`config.mk`:
```
export PLATFORM = sky130hd
export DESIGN_NAME = cc_miss_controller
export DESIGN_NICKNAME = d
export VERILOG_FILES = /design/src/rtl/cc_miss_controller.sv
export SDC_FILE = /design/constraint.sdc
export NUM_CORES = 1
export LEC_CHECK = 0
export BUFFER_PORTS_ARGS = -buffer_cell sky130_fd_sc_hd__buf_4
export CELL_PAD_IN_SITES_DETAIL_PLACEMENT = 1
export CELL_PAD_IN_SITES_GLOBAL_PLACEMENT = 2
export CORE_AREA = 5 5 674 676
export CTS_CLUSTER_DIAMETER = 120
export CTS_CLUSTER_SIZE = 8
export DETAILED_ROUTE_END_ITERATION = 16
export DIE_AREA = 0 0 679 681
export GPL_TIMING_DRIVEN = 1
export PLACE_DENSITY_LB_ADDON = 0.1
export SLEW_MARGIN = 20
export SYNTH_ARGS = -nofsm -noshare
export SYNTH_HDL_FRONTEND = slang
export SYNTH_SLANG_ARGS = --single-unit
```
`constraint.sdc`:
```
create_clock -name clk -period 7.04 [get_ports clk]
set_clock_uncertainty 0.1 [all_clocks]
set_input_delay 0.352 -clock clk [delete_from_list [all_inputs] [get_ports clk]]
set_output_delay 0.352 -clock clk [all_outputs]
set_load 0.005 [all_outputs]
```
`src/rtl/cc_miss_controller.sv`:
```
// Read-path sequencer for the cache controller.
// Takes the comparator's hit/miss result one cycle after a request handshake.
// A hit returns the data-SRAM line straight to the response serializer.
// A miss fetches the line from memory as a BEATS-long burst, writes it into
// the tag and data SRAMs, then returns it to the serializer.
// Only one request is in flight at a time.
module cc_miss_controller #(
  parameter int TAG_W  = 17,
  parameter int IDX_W  = 9,
  parameter int OFF_W  = 6,
  parameter int BEAT_W = 64,
  parameter int BEATS  = 8
) (
  input  logic                  clk,
  input  logic                  rst_n,
  // request side / comparator
  output logic                  req_ready_o,
  input  logic                  hs_pulse_i,
  input  logic                  hit_i,
  input  logic                  miss_i,
  input  logic [TAG_W-1:0]      tag_i,
  input  logic [IDX_W-1:0]      index_i,
  input  logic [OFF_W-1:0]      offset_i,
  input  logic [8*(2**OFF_W)-1:0] data_rdata_i,
  // memory read channel
  output logic [31:0]           mem_araddr_o,
  output logic [3:0]            mem_arlen_o,
  output logic                  mem_arvalid_o,
  input  logic                  mem_arready_i,
  input  logic [BEAT_W-1:0]     mem_rdata_i,
  input  logic                  mem_rvalid_i,
  input  logic                  mem_rlast_i,
  output logic                  mem_rready_o,
  // tag / data SRAM write port
  output logic                  sram_wren_o,
  output logic [IDX_W-1:0]      sram_waddr_o,
  output logic [TAG_W:0]        tag_wdata_o,
  output logic [8*(2**OFF_W)-1:0] data_wdata_o,
  // response serializer
  output logic                  out_valid_o,
  input  logic                  out_ready_i,
  output logic [8*(2**OFF_W)-1:0] out_data_o,
  output logic [OFF_W-1:0]      out_offset_o,
  output logic                  err_o
);

  localparam int LINE_W = 8 * (2**OFF_W);
  localparam int CNT_W  = (BEATS > 1) ? $clog2(BEATS) : 1;

  typedef enum logic [2:0] {
    IDLE   = 3'd0,
    LOOKUP = 3'd1,
    AR     = 3'd2,
    RFILL  = 3'd3,
    WRITE  = 3'd4,
    RESP   = 3'd5
  } state_t;

  // Address fields of the request in flight, captured in LOOKUP.
  typedef struct packed {
    logic [TAG_W-1:0] tag;
    logic [IDX_W-1:0] index;
    logic [OFF_W-1:0] offset;
  } req_t;

  state_t            state;
  req_t              req_q;
  logic [LINE_W-1:0] line_q;
  logic [CNT_W-1:0]  beat_cnt;
  logic              last_cnt;
  logic              beat_ok;

  // The final beat by count is a separate condition from the final beat by rlast.
  // Both conditions are tracked so that a disagreement can be flagged.
  assign last_cnt = (beat_cnt == CNT_W'(BEATS - 1));
  assign beat_ok  = (state == RFILL) && mem_rvalid_i;

  // Burst length is fixed to one full line.
  assign mem_arlen_o = 4'(BEATS - 1);

  // The line buffer feeds both the SRAM write data and the response data.
  // It is only rewritten in LOOKUP and RFILL.
  // The value is therefore stable through WRITE and RESP.
  assign data_wdata_o = line_q;
  assign out_data_o   = line_q;
  assign out_offset_o = req_q.offset;

  // Main sequencer: state, datapath registers and registered handshake outputs.
  always_ff @(posedge clk or negedge rst_n) begin
    if (!rst_n) begin
      state         <= IDLE;
      req_q         <= '0;
      line_q        <= '0;
      beat_cnt      <= '0;
      req_ready_o   <= 1'b0;
      mem_araddr_o  <= '0;
      mem_arvalid_o <= 1'b0;
      mem_rready_o  <= 1'b0;
      sram_wren_o   <= 1'b0;
      sram_waddr_o  <= '0;
      tag_wdata_o   <= '0;
      out_valid_o   <= 1'b0;
      err_o         <= 1'b0;
    end else begin
      sram_wren_o <= 1'b0;
      case (state)
        IDLE: begin
          req_ready_o <= 1'b1;
          if (hs_pulse_i) begin
            req_ready_o <= 1'b0;
            state       <= LOOKUP;
          end
        end

        LOOKUP: begin
          req_q <= '{tag: tag_i, index: index_i, offset: offset_i};
          // A simultaneous hit and miss is resolved as a miss.
          if (miss_i) begin
            mem_araddr_o  <= 32'({tag_i, index_i, {OFF_W{1'b0}}});
            mem_arvalid_o <= 1'b1;
            state         <= AR;
          end else if (hit_i) begin
            line_q      <= data_rdata_i;
            out_valid_o <= 1'b1;
            state       <= RESP;
          end
        end

        AR: begin
          if (mem_arready_i) begin
            mem_arvalid_o <= 1'b0;
            mem_rready_o  <= 1'b1;
            beat_cnt      <= '0;
            state         <= RFILL;
          end
        end

        RFILL: begin
          if (beat_ok) begin
            line_q[beat_cnt*BEAT_W +: BEAT_W] <= mem_rdata_i;
            beat_cnt <= beat_cnt + 1'b1;
            if (mem_rlast_i || last_cnt) begin
              // A short or long burst still commits what was received.
              // Bytes that were not filled keep their previous buffer contents.
              if (mem_rlast_i != last_cnt) err_o <= 1'b1;
              mem_rready_o <= 1'b0;
              sram_wren_o  <= 1'b1;
              sram_waddr_o <= req_q.index;
              tag_wdata_o  <= {1'b1, req_q.tag};
              state        <= WRITE;
            end
          end
        end

        WRITE: begin
          sram_waddr_o <= '0;
          tag_wdata_o  <= '0;
          out_valid_o  <= 1'b1;
          state        <= RESP;
        end

        RESP: begin
          if (out_ready_i) begin
            out_valid_o <= 1'b0;
            req_ready_o <= 1'b1;
            state       <= IDLE;
          end
        end

        default: begin
          state <= IDLE;
        end
      endcase
    end
  end

endmodule

```
==> flow_summary.ini <==
[critical_path]
end_kind = flop
cp_slowest_stage_delay_ps = 1000
path_cells = and3b_4 > buf_4 > and4_4 > buf_4 > a22o_1 > dlygate4sd3_1 > mux2_2
rr_startpoint = state[1]
startpoint = state[1]
cp.buffers_inverters = 3
path_common_cell = buf_4
path_class = flop to flop
startpoint_type = flop
path_max_fanout = 44
cp_top_family = buffers and inverters
cp.arrival_ps = 5280
crit_required_ps = 7660
cp_slowest_cell = dfrtp_1

[sta]
hold_viol = 0
fin_crit_sh = 0.6609
rsz0062_at_grt = false
max_freq_ghz = 0.2149
hold_slack_ps = 81.77
fin_setup_tns_ps = 0
setup_viol_count_final = 0
drv_slew = 0
period_needed_ps = 4653
worst_pin_slew_ps = 1194
relSlewSlack = 0.2042

[yosys]
synth_top_cell_by_area = dfrtp_1
avgSynthCellArea_um2 = 10.40
synth_top_area_frac = 0.4829
synthCells = 3035
ys.flop_type = dfrtp_1
synth_area_leaders = dfrtp_1 48%, buf_4 13%, mux2_2 6.7%
synth_edf_count = 0
syn_area_um2 = 31560
synth_warnings = 0
ys_seq_area_frac = 0.4829
synth.most_common_cell = dfrtp_1
synth_common_cells = 609 x dfrtp_1, 530 x buf_4, 242 x a22oi_1
synth_cell_types = 50
async_flop_share = 1.000
synth_seq_cells = 609

[power]
leakagePower_nw = 26.37
ir_drop_mv = 0.1774
power_density_nw_per_um2 = 444.1
report.power.total_mw = 26.95

[run]
drv_cap = 0

[route]
drc = 0
drt_wl_total_mm = 344.2
vias_per_cell = 2.966
drtPass1Iterations = 5
num_vias = 33090
drt_iter0_drc = 1354
drt-wirelength-per-cell_um = 30.85
postRouteAntennaNets = 0

[floorplanning]
core_area_um2 = 447500
row_count = 246
start_util = 0.07051
pin_count = 1716
dieHeight_um = 681
die_w_um = 679
dieArea_um2 = 462400

[clock_network]
cts_tree = done
postCtsHoldBufs = 1042
cts_resized = 0
clock_latency_ps = 810
path_clk_slew_ps = 60
cts_buffer_depth = 4
clock_sinks = 609
cts-root-buf = clkbuf_16
htree_levels = 3
cts-buffers-inserted = 96
cts_setup_buffers = 0

[global_route]
grt_pass1_wl_mm = 431.5
antenna_found_initial = 111
grt_pass1_vias = 36680
overflow = 0
grt_max_degree = 140
grt_usage = 0.1427

[cells_and_area]
fin_nets = 5772
drive_gt1_frac = 0.4047
utilization = 0.1356
fin_cells = 11160
area_growth_pct = 92.30

[placed_design]
dp.cells = 9959
numPortBuffers = 1705
hpwl_mm = 271.9
gp_congestion = 0.7540

[run_status]
outcome = completed

[min_path]
hp-start = mem_rdata_i[51]
hp-class = input port to flop
## area by class of cell
cell class | instances | area [µm²]
well taps | 5952 | 7447
diodes | 36 | 90.09
clock buffers | 107 | 2495
fillers | 52170 | 386800
flip-flops and latches | 609 | 15240
inverters | 126 | 473.0
multi-input cells | 1507 | 10910
clock inverters | 11 | 191.4
repair buffers | 2807 | 23840
## cell usage in the layout, fill, tap and decap left out, types with 3 or more instances in the layout
cell / Yosys / layout
buf_4: 530 / 1752
dlygate4sd3_1: 0 / 1041
dfrtp_1: 609 / 609
a22oi_1: 242 / 242
nor2_1: 204 / 199
mux2_2: 189 / 189
a22o_1: 148 / 148
a21oi_1: 128 / 128
inv_1: 126 / 126
mux2i_1: 115 / 115
nand2_1: 98 / 98
clkbuf_16: 0 / 97
nand3_1: 70 / 70
o22ai_1: 66 / 66
a31oi_1: 66 / 66
a2bb2oi_1: 64 / 64
diode_2: 0 / 36
o21ai_0: 32 / 32
buf_12: 0 / 12
mux2_1: 10 / 10
conb_1: 2 / 10
ha_1: 8 / 8
nand2b_1: 7 / 7
clkbuf_1: 121 / 7
nor2b_1: 7 / 6
nor2_4: 0 / 5
bufinv_16: 0 / 4
nor3_2: 0 / 3
a21oi_4: 2 / 3
a21o_1: 3 / 3
o311ai_0: 3 / 3
a221oi_4: 0 / 3
clkbuf_8: 0 / 3
clkinv_4: 0 / 3
## worst reg2reg max path, delay by kind of cell (launching register included)
family,cells,cell delay (ps)
buf+inv,3,1800
simple gates,2,1300
flops,1,1000
compound gates,1,250
mux,1,140
## layer usage
metal / track usage / vias to the layer above / share of wire
met2: 0.2563 / 1163 / 0.51
met3: 0.03820 / 317 / 0.061
li1: - / 14390 / -
met1: 0.1684 / 17200 / 0.41
met5: 0 / - / 0.00035
met4: 0.03175 / 18 / 0.026
## power breakdown
part,switching (mW),total [mW],internal [mW]
sequential,2.86,8.10,5.24
clock,2.09,4.70,2.62
combinational,7.23,14.2,6.92
## flip-flops by register name, indices dropped and copies added (netlist names), 3 cells and up
signal        flops
data_wdata_o    512
mem_araddr_o     26
req_q            26
tag_wdata_o      18
sram_waddr_o      9
out_offset_o      6
beat_cnt          3
state             3
## kinds of logic after synthesis
logic type | after synthesis | synth area share
DFF | 609 | 0.4829
other | 2 | 0.0002380
buffers and inverters | 927 | 0.1775
adders and majority gates | 8 | 0.003172
and+or+nand+nor | 406 | 0.05408
muxes | 314 | 0.1075
AOI/OAI and AO/OA | 769 | 0.1746
## metrics by stage
stage | area (µm²) | setup WS (ps)
global placement | 47460 | 2602
detailed placement | 47470 | 2561
global route | 60650 | 2061
finish | 60690 | 2387
CTS | 60600 | 2051
floorplan | 31590 | 4372
## final timing paths
| check | endpoint | slack (ps) | depth (start not counted) |
|---|---|---|---|
| setup / recovery | data_wdata_o[398] | 2390 | 7 |
| hold / removal | data_wdata_o[51] | 80 | 3 |
| setup reg to reg | data_wdata_o[398] | 2390 | 7 |
| hold reg to reg | tag_wdata_o[17] | 400 | 1 |
| max in group asynchronous | data_wdata_o[337] | 4830 | 5 |
| min in group asynchronous | req_q[11] | 520 | 3 |
Note: power is estimated with default switching activity, not from simulation.
